### config.mk
export PLATFORM = sky130hd
export DESIGN_NAME = audio_rec_play_sequencer_flat
export DESIGN_NICKNAME = d
export VERILOG_FILES = /design/src/rtl/audio_rec_play_sequencer_if.sv /design/src/rtl/audio_rec_play_sequencer.sv /design/src/flat_wrapper.sv
export SDC_FILE = /design/constraint.sdc
export NUM_CORES = 1
export LEC_CHECK = 0
export CORE_MARGIN = 3
export CORE_UTILIZATION = 40
export DETAILED_ROUTE_END_ITERATION = 8
export PLACE_DENSITY = 0.72
export SYNTH_ARGS = -nofsm -noshare
export SYNTH_HDL_FRONTEND = slang
export SYNTH_SLANG_ARGS = --single-unit
### constraint.sdc
create_clock -name clk -period 6.5 [get_ports clk]
set_input_delay 1.3 -clock clk [delete_from_list [all_inputs] [get_ports clk]]
set_output_delay 1.3 -clock clk [all_outputs]
set_load 0.05 [all_outputs]
### src/rtl/audio_rec_play_sequencer_if.sv
// Codec FIFO handshake and sample-memory bus between the record/play sequencer
// (master) and the codec / memory / equalizer side (slave).
interface audio_rec_play_sequencer_if #(
   parameter int ADDR_W = 16
);
   logic              audio_in_available;
   logic              audio_out_allowed;
   logic              read_audio_in;
   logic              write_audio_out;
   logic [ADDR_W-1:0] mem_addr;
   logic              mem_wren;
   logic [31:0]       filt_sample;
   logic [31:0]       out_sample;
   logic              playing;

   modport master (
      input  audio_in_available, audio_out_allowed, filt_sample,
      output read_audio_in, write_audio_out, mem_addr, mem_wren, out_sample, playing
   );

   modport slave (
      output audio_in_available, audio_out_allowed, filt_sample,
      input  read_audio_in, write_audio_out, mem_addr, mem_wren, out_sample, playing
   );
endinterface

### src/rtl/audio_rec_play_sequencer.sv
// Record / playback / live pass-through sequencer; sole owner of mem address, wren and codec strobes.
// Build option LOOP_PLAYBACK_EN: playback wraps to address 0 and repeats until stop_req.
module audio_rec_play_sequencer #(
   parameter int ADDR_W    = 16,
   parameter int REPLICATE = 3,
   parameter int MEM_LAT   = 2
) (
   input  logic                      clk,
   input  logic                      rst,
   input  logic                      i_rec_req,
   input  logic                      i_play_req,
   input  logic                      i_stop_req,
   input  logic                      i_passthru_en,
   audio_rec_play_sequencer_if.master bus,
   output logic [ADDR_W:0]           o_rec_len,
   output logic [2:0]                o_state
);
   localparam int CNT_MAX = (REPLICATE > MEM_LAT) ? REPLICATE : MEM_LAT;
   localparam int CNT_W   = $clog2(CNT_MAX + 1);
   localparam logic [ADDR_W:0] ONE = 1;

   typedef enum logic [2:0] {
      S_IDLE       = 3'd0,
      S_REC_WAIT   = 3'd1,
      S_REC_POP    = 3'd2,
      S_REC_WR     = 3'd3,
      S_PLAY_WAIT  = 3'd4,
      S_PLAY_FETCH = 3'd5,
      S_PLAY_OUT   = 3'd6
   } state_t;

   state_t            r_state, w_next;
   logic [ADDR_W-1:0] r_addr;
   logic [ADDR_W:0]   r_rec_len;
   logic [CNT_W-1:0]  r_cnt;
   logic              r_stop_pend;
   logic              r_strobe;
   logic [31:0]       r_out;

   logic w_av, w_stop, w_addr_max, w_last, w_burst_done, w_fetch_done, w_pt_fire;

   assign w_av         = bus.audio_in_available & bus.audio_out_allowed;
   assign w_stop       = i_stop_req | r_stop_pend;
   assign w_addr_max   = &r_addr;
   assign w_last       = (({1'b0, r_addr} + ONE) == r_rec_len);
   assign w_burst_done = (r_cnt == CNT_W'(REPLICATE - 1));
   assign w_fetch_done = (r_cnt == CNT_W'(MEM_LAT - 1));

   // Pass-through only fires when staying idle and the previous cycle had no strobe.
   assign w_pt_fire = (r_state == S_IDLE) && (w_next == S_IDLE) && i_passthru_en && w_av && !r_strobe;

   always_ff @(posedge clk or negedge rst) begin
      if (!rst) r_state <= S_IDLE;
      else      r_state <= w_next;
   end

   always_comb begin
      w_next = r_state;
      case (r_state)
         S_IDLE: begin
            if (!i_stop_req) begin
               if (i_rec_req)                             w_next = S_REC_WAIT;
               else if (i_play_req && (r_rec_len != '0))  w_next = S_PLAY_WAIT;
            end
         end
         S_REC_WAIT: begin
            if (w_stop)      w_next = S_IDLE;
            else if (w_av)   w_next = S_REC_POP;
         end
         S_REC_POP:          w_next = S_REC_WR;
         S_REC_WR: begin
            if (w_addr_max)        w_next = S_IDLE;
            else if (w_burst_done) w_next = S_REC_WAIT;
         end
         S_PLAY_WAIT: begin
            if (w_stop)      w_next = S_IDLE;
            else if (w_av)   w_next = S_PLAY_FETCH;
         end
         S_PLAY_FETCH: begin
            if (w_fetch_done) w_next = S_PLAY_OUT;
         end
         S_PLAY_OUT: begin
`ifdef LOOP_PLAYBACK_EN
            w_next = S_PLAY_WAIT;
`else
            w_next = w_last ? S_IDLE : S_PLAY_WAIT;
`endif
         end
         default:            w_next = S_IDLE;
      endcase
   end

   always_comb begin
      bus.read_audio_in   = r_strobe;
      bus.write_audio_out = r_strobe;
      bus.mem_wren        = 1'b0;
      bus.playing         = 1'b0;
      case (r_state)
         S_REC_POP:                             bus.read_audio_in = 1'b1;
         S_REC_WR:                              bus.mem_wren      = 1'b1;
         S_PLAY_WAIT, S_PLAY_FETCH, S_PLAY_OUT: bus.playing       = 1'b1;
         default: ;
      endcase
   end

   assign bus.mem_addr   = r_addr;
   assign bus.out_sample = r_out;
   assign o_rec_len      = r_rec_len;
   assign o_state        = r_state;

   // Playback strobe is registered out of PLAY_OUT so it lines up with the captured sample.
   always_ff @(posedge clk or negedge rst) begin
      if (!rst) begin
         r_addr      <= '0;
         r_rec_len   <= '0;
         r_cnt       <= '0;
         r_stop_pend <= 1'b0;
         r_strobe    <= 1'b0;
         r_out       <= '0;
      end else begin
         r_strobe    <= (r_state == S_PLAY_OUT) | w_pt_fire;
         r_cnt       <= (w_next != r_state) ? '0 : r_cnt + 1'b1;
         r_stop_pend <= (w_next == S_IDLE) ? 1'b0 : (r_stop_pend | i_stop_req);
         case (r_state)
            S_IDLE: begin
               if (w_next == S_REC_WAIT) r_rec_len <= '0;
            end
            S_REC_WAIT: begin
               if (w_stop) r_rec_len <= {1'b0, r_addr};
            end
            S_REC_WR: begin
               r_rec_len <= {1'b0, r_addr} + ONE;
               r_addr    <= r_addr + 1'b1;
            end
            S_PLAY_OUT: begin
               r_out  <= bus.filt_sample;
               r_addr <= w_last ? '0 : r_addr + 1'b1;
            end
            default: ;
         endcase
         if (w_next == S_IDLE) r_addr <= '0;
      end
   end
endmodule
### src/flat_wrapper.sv
// flat-port wrapper written by rule: the top's interface ports become plain ports
module audio_rec_play_sequencer_flat 
#(
   parameter int ADDR_W    = 16,
   parameter int REPLICATE = 3,
   parameter int MEM_LAT   = 2
)
  (clk, rst, i_rec_req, i_play_req, i_stop_req, i_passthru_en, o_rec_len, o_state, bus_audio_in_available, bus_audio_out_allowed, bus_filt_sample, bus_read_audio_in, bus_write_audio_out, bus_mem_addr, bus_mem_wren, bus_out_sample, bus_playing);
  audio_rec_play_sequencer_if #(.ADDR_W(ADDR_W)) bus_i ();
  input  logic clk;
  input  logic rst;
  input  logic i_rec_req;
  input  logic i_play_req;
  input  logic i_stop_req;
  input  logic i_passthru_en;
  output logic [ADDR_W:0] o_rec_len;
  output logic [2:0] o_state;
  input wire logic [$bits(bus_i.audio_in_available)-1:0] bus_audio_in_available;
  input wire logic [$bits(bus_i.audio_out_allowed)-1:0] bus_audio_out_allowed;
  input wire logic [$bits(bus_i.filt_sample)-1:0] bus_filt_sample;
  output wire logic [$bits(bus_i.read_audio_in)-1:0] bus_read_audio_in;
  output wire logic [$bits(bus_i.write_audio_out)-1:0] bus_write_audio_out;
  output wire logic [$bits(bus_i.mem_addr)-1:0] bus_mem_addr;
  output wire logic [$bits(bus_i.mem_wren)-1:0] bus_mem_wren;
  output wire logic [$bits(bus_i.out_sample)-1:0] bus_out_sample;
  output wire logic [$bits(bus_i.playing)-1:0] bus_playing;
  assign bus_i.audio_in_available = bus_audio_in_available;
  assign bus_i.audio_out_allowed = bus_audio_out_allowed;
  assign bus_i.filt_sample = bus_filt_sample;
  assign bus_read_audio_in = bus_i.read_audio_in;
  assign bus_write_audio_out = bus_i.write_audio_out;
  assign bus_mem_addr = bus_i.mem_addr;
  assign bus_mem_wren = bus_i.mem_wren;
  assign bus_out_sample = bus_i.out_sample;
  assign bus_playing = bus_i.playing;
  audio_rec_play_sequencer #(.ADDR_W(ADDR_W), .REPLICATE(REPLICATE), .MEM_LAT(MEM_LAT)) u_core (.clk(clk), .rst(rst), .i_rec_req(i_rec_req), .i_play_req(i_play_req), .i_stop_req(i_stop_req), .i_passthru_en(i_passthru_en), .bus(bus_i), .o_rec_len(o_rec_len), .o_state(o_state));
endmodule
# Word level (Yosys, flattened, before mapping)
# Index checks and enable logic that the tools add are counted.
op_classes:
  n_addsub: 3
  n_eq_ne: 13
  mux: 23
  bitwise_logic: 3
  n_reduce_logical: 14
op_table:
  columns: ["operator", "count"]
  rows:
  - ["$pmux W17 S3", 1]
  - ["$mux W17", 2]
  - ["$mux W3", 11]
  - ["$mux W16", 2]
  - ["$pmux W16 S2", 1]
  - ["$pmux W3 S7", 1]
  - ["$add A16 B1 Y17 const B", 1]
  - ["$eq A17 B17 Y1", 1]
  - ["$reduce_bool A17 Y1", 1]
  - ["$add A16 B1 Y16 const B", 1]
  - ["$reduce_and A16 Y1", 1]
  - ["$eq A3 B3 Y1 const B", 3]
  - ["$eq A3 B1 Y1 const B", 2]
  - ["$eq A3 B2 Y1 const B", 2]
  - ["$logic_not A3 Y1", 2]
  - ["$reduce_bool A3 Y1", 2]
  - ["$logic_and A1 B1 Y1", 5]
  - ["$mux W1", 4]
  - ["$ne A3 B3 Y1", 1]
  - ["$reduce_and A3 Y1", 1]
  - ["$reduce_or A3 Y1", 1]
  - ["$add A2 B1 Y2 const B", 1]
  - ["$eq A2 B1 Y1 const B", 1]
  - ["$eq A2 B2 Y1 const B", 1]
  - ["6 further kinds", 7]
word_totals:
  register_bits: 72
  inputBits: 40
  word_cells: 63

# Longest topological paths before layout
logic_depth:
  ltp_word: 12
  ltp_mapped: 11

# Least setup slack after synthesis
# OpenSTA, ideal clock, no wires.
synth_path:
  path_type: "flip-flop to output port"
  startpoint: "register u_core.r_state[2] (netlist: u_core.o_state[2])"
  endpoint: "output bus_playing"
  arrival_time_ps: 2379
  setup_slack_ps: 2821
  stages_incl_launch_ff: 4
  n_path_buf: 2
  cell_sequence: "dfrtp_1 -> clkbuf_1 -> clkbuf_1 -> a21boi_0"
synth_via:
  elab_chain_cells: 3
synth_rtl:
  columns: ["element", "line_no", "rtl"]
  rows:
  - ["start: declaration", "audio_rec_play_sequencer.sv:32", "state_t r_state, w_next;"]
  - ["start signal: assignment", "audio_rec_play_sequencer.sv:54", "else r_state <= w_next;"]
  - ["$eq A3 B3 Y1", "audio_rec_play_sequencer.sv:98", "case (r_state)"]
  - ["$reduce_or A3 Y1 *", "audio_rec_play_sequencer.sv:98", null]
  - ["$mux W1 *", "audio_rec_play_sequencer.sv:98", null]
  - ["end: declaration", "flat_wrapper.sv:26", "output wire logic [$bits(bus_i.playing)-1:0] bus_playing;"]
# Mark *: on every way between the ends. The rest lies on a longest branch, timed or not.

# Worst setup path in the final report
layout_path:
  startpoint: "register u_core.r_state[1] (netlist: u_core.o_state[1])"
  endpoint: "output bus_read_audio_in"
layout_via:
  elab_chain_cells: 2
layout_rtl:
  columns: ["element", "line_no", "rtl"]
  rows:
  - ["$eq A3 B2 Y1", "audio_rec_play_sequencer.sv:98", null]
  - ["$mux W1", "audio_rec_play_sequencer.sv:98", null]
  - ["end: declaration", "flat_wrapper.sv:21", "output wire logic [$bits(bus_i.read_audio_in)-1:0] bus_read_audio_in;"]
# Every way passes these cells.

==> results.md <==
- Post-synth EDFFs: 0
- Setup-failing EPs final: 0
- WS Path Type: reg -> out
- Unique masters post-synth: 58
- Cells after synthesis: 400
- Critical path's top delay family: flip-flops
- Vias in the first global route: 3572
- Hold-fix buffers, CTS: 0
- Hold_sp: u_core.r_cnt[0]
- Worst-margin pin slew: 1.06 ns
- Area added between synthesis and finish: 33.1%
- Die area: 0.0113 sq mm
- Worst Setup Start Kind: flip-flop
- Clk buf depth: 2
- PnR Total Power: 1.95 mW
- Synthesized area: 0.00402 sq mm
- Data required time at the worst endpoint: 5.20 ns
- Post-route ant nets: 0
- R2r startpoint: u_core.bus.mem_addr[3]
- Via count: 3375
- Die height: 106 um
- Initial antenna violation count: 0
- Arr. time, crit path: 2.51 ns
- Post-DP HPWL: 7550 um
- R2r setup slk: 3.09 ns
- Period utilization: 0.586
- Nets: 537
- CTS tree: yes
- Worst-Skew Late Latency: 0.35 ns
- RSZ-0062 raised after global routing: false
- Metal-1 WL: 4300 um
- Row cnt: 35
- Root buffer cell: clkbuf_8
- Clock Sinks: 72
- Reg-to-Reg End: u_core.bus.mem_addr[3]
- Register area: 0.00180 sq mm
- Setup bufs post-CTS: 0
- Worst hold path class: reg -> reg
- First-pass GRT wire length: 18000 um
- Syn Area/Cell: 10.1 sq um
- First drt pass iteration count: 4
- Fillers: 843
- Minimum clock period: 3.81 ns
- Largest net degree at the start of global routing: 73
- Worst Skew: 0.00740 ns
- Layout Utilization: 0.564
- Slowest cell delay on critical path: 0.96 ns
- IO Port Bufs: 111
- Static Leak: 2.17 nW
- Critical-path maximum fanout: 27
- Slowest CP cell: dfrtp_1
- CTS Buf Count: 9
- Gr usage total: 0.200
- Final hold vios: 0
- Pwr per Cell Area: 364 mW/mm^2
- Setup TNS: 0 ns
- Final GP Congestion: 0.899
- Async S/R FF share, synth: 1.00
- Reg2Reg Depth: 8
- Resized Gates After CTS: 0
- Fin. max-slew vios: 0
- Status: completed
- Remaining DRCs: 0
- Starting density of the core: 0.423
- Inst Count DP: 611
- Routed wl met3: 1240 um
- Hold endpoint: u_core.r_cnt[0]
- Die span in x: 106 um
- DR WL met2: 4930 um
- FMAX: 0.263 GHz
- Fin cells: 627
- Crit. End Element: output pin
- Clk slew on worst S/H paths: 0.08 ns
- Post-DR wirelength/cell: 17.0 um
- PnR worst setup slack: 2.69 ns
- Final WL: 10600 um
- Top Layer Used: met4
- Remaining Overflow, GRT: 0
- Relative slew slack: 0.292
- Worst path bufs/invs: 1
- Max Cap Viol: 0
- Layout cells sized above 1: 0.135
- Setup Slack @ Placement: 2.88 ns
- Placeable Area: 0.00950 sq mm
- Min-Delay Path Depth: 1
- Initial DRC count: 202
- I/O pin cnt: 112
- Synth Warn #: 0
- Yosys reg bits: 72
- Area of the multi-input gates: 0.00203 sq mm
- Worst path depth: 3
- Sequential fraction of the synthesis area: 0.448
- CP cell instances: nand2b_1, o21bai_1, clkdlybuf4s50_1
- Dominant synthesized flop cell: dfrtp_1
- Syn nets: 444
- Via-to-Cell Ratio: 5.38
- Max H-tree Level: 3
- Maximum vdd drop: 0.294 mV
- Antenna diodes: 0
## registers in the layout, indices dropped and copies added, names as in the netlist
register                    count
u_core.bus.out_sample          32
u_core.o_rec_len               17
u_core.bus.mem_addr            16
u_core.o_state                  3
u_core.r_cnt                    2
u_core.bus.write_audio_out      1
u_core.r_stop_pend              1
## synthesized netlist by cell type (all sizes together), types with 5 or more instances
| library cell | n | share of area |
|---|---|---|
| nor4 | 6 | 0.015 |
| dfrtp | 72 | 0.45 |
| o31ai | 16 | 0.030 |
| nand4 | 11 | 0.020 |
| or3 | 5 | 0.010 |
| nor2 | 31 | 0.030 |
| mux2 | 32 | 0.090 |
| nand3 | 12 | 0.016 |
| a21oi | 8 | 0.010 |
| xnor2 | 27 | 0.059 |
| a31oi | 7 | 0.011 |
| clkbuf | 17 | 0.016 |
| inv | 8 | 0.0075 |
| buf | 15 | 0.025 |
| xor2 | 21 | 0.046 |
| nor3 | 7 | 0.0087 |
| o21ai | 9 | 0.011 |
| or4 | 5 | 0.0093 |
| nand2 | 49 | 0.046 |
## worst register-to-register path, stage by stage (launching register included)
cell and delay, ns:
dfrtp_1 0.66, nand4_2 0.28, nor2_2 0.35, and4_1 0.32
xnor2_1 0.12, nor4b_1 0.50, a21oi_1 0.20, a211oi_4 0.71
nor2_1 0.12
## layout make-up
type                            instances  area share
Multi-Input combinational cell        288       0.379
Sequential cell                        72       0.336
Timing Repair Buffer                  114       0.211
Tap cell                              129      0.0301
Clock buffer                           11      0.0283
Clock inverter                          5      0.0103
Inverter                                8     0.00561
## cells by family (layout without fill, tap and decap cells)
kind of cell               after synthesis  count (layout)  share of synthesized area
and+or+nand+nor                        149             149                      0.200
DFF                                     72              72                      0.448
AOI/OAI and AO/OA                       54              54                     0.0945
xor gates and xnor gates                48              48                      0.104
buffers and inverters                   40             138                     0.0491
muxes                                   33              33                     0.0920
adders and majority gates                4               4                     0.0124
## layer usage
layer | GRT usage | vias to the layer above
met2 | 0.308 | 163
li1 | - | 1581
met3 | 0.0808 | 16
met1 | 0.255 | 1615
met5 | 0 | -
met4 | 0.0694 | 0
## cell usage in the layout (no fill, tap or decap), types with 3 or more instances in the layout
cell             count
nand3b_1             4
a31oi_1              7
o31ai_1             16
nor3_1               7
dfrtp_1             72
xnor2_1             27
o21ai_0              7
xor2_1              21
nor2_1              30
buf_4                3
or3_1                3
mux2_2              32
nor4_1               4
nand3_1             11
inv_1                8
clkbuf_8            11
clkdlybuf4s50_1    110
nand4_1              9
nand2_1             49
or4_1                5
ha_1                 4
and3_1               3
a21oi_1              8
## how the worst max path moves through the flow
stage	start	end	slack (ns)
global route	u_core.o_state[1]	bus_read_audio_in	2.51
floorplan	u_core.o_state[2]	bus_playing	2.82
global placement	i_play_req	u_core.bus.mem_addr[12]	3.03
CTS	u_core.o_state[1]	bus_read_audio_in	2.69
detailed placement	bus_audio_out_allowed	u_core.bus.mem_addr[3]	2.88
finish	u_core.o_state[1]	bus_read_audio_in	2.69
## where the power goes
group          leakage (nW)  total (mW)  internal [mW]  switching (mW)
logic                  1.08       0.941          0.316           0.625
clock network         0.101       0.370          0.197           0.173
registers             0.994       0.640          0.549          0.0916
## metrics by stage
step / cell area, sq um / hold WS (ns)
2_1_floorplan: 4020 / 0.431
3_5_place_dp: 5150 / 0.463
6_report: 5360 / 0.469
3_3_place_gp: 5150 / 0.446
5_1_grt: 5360 / 0.494
4_1_cts: 5360 / 0.474
Power figures use the tool's default switching activity.
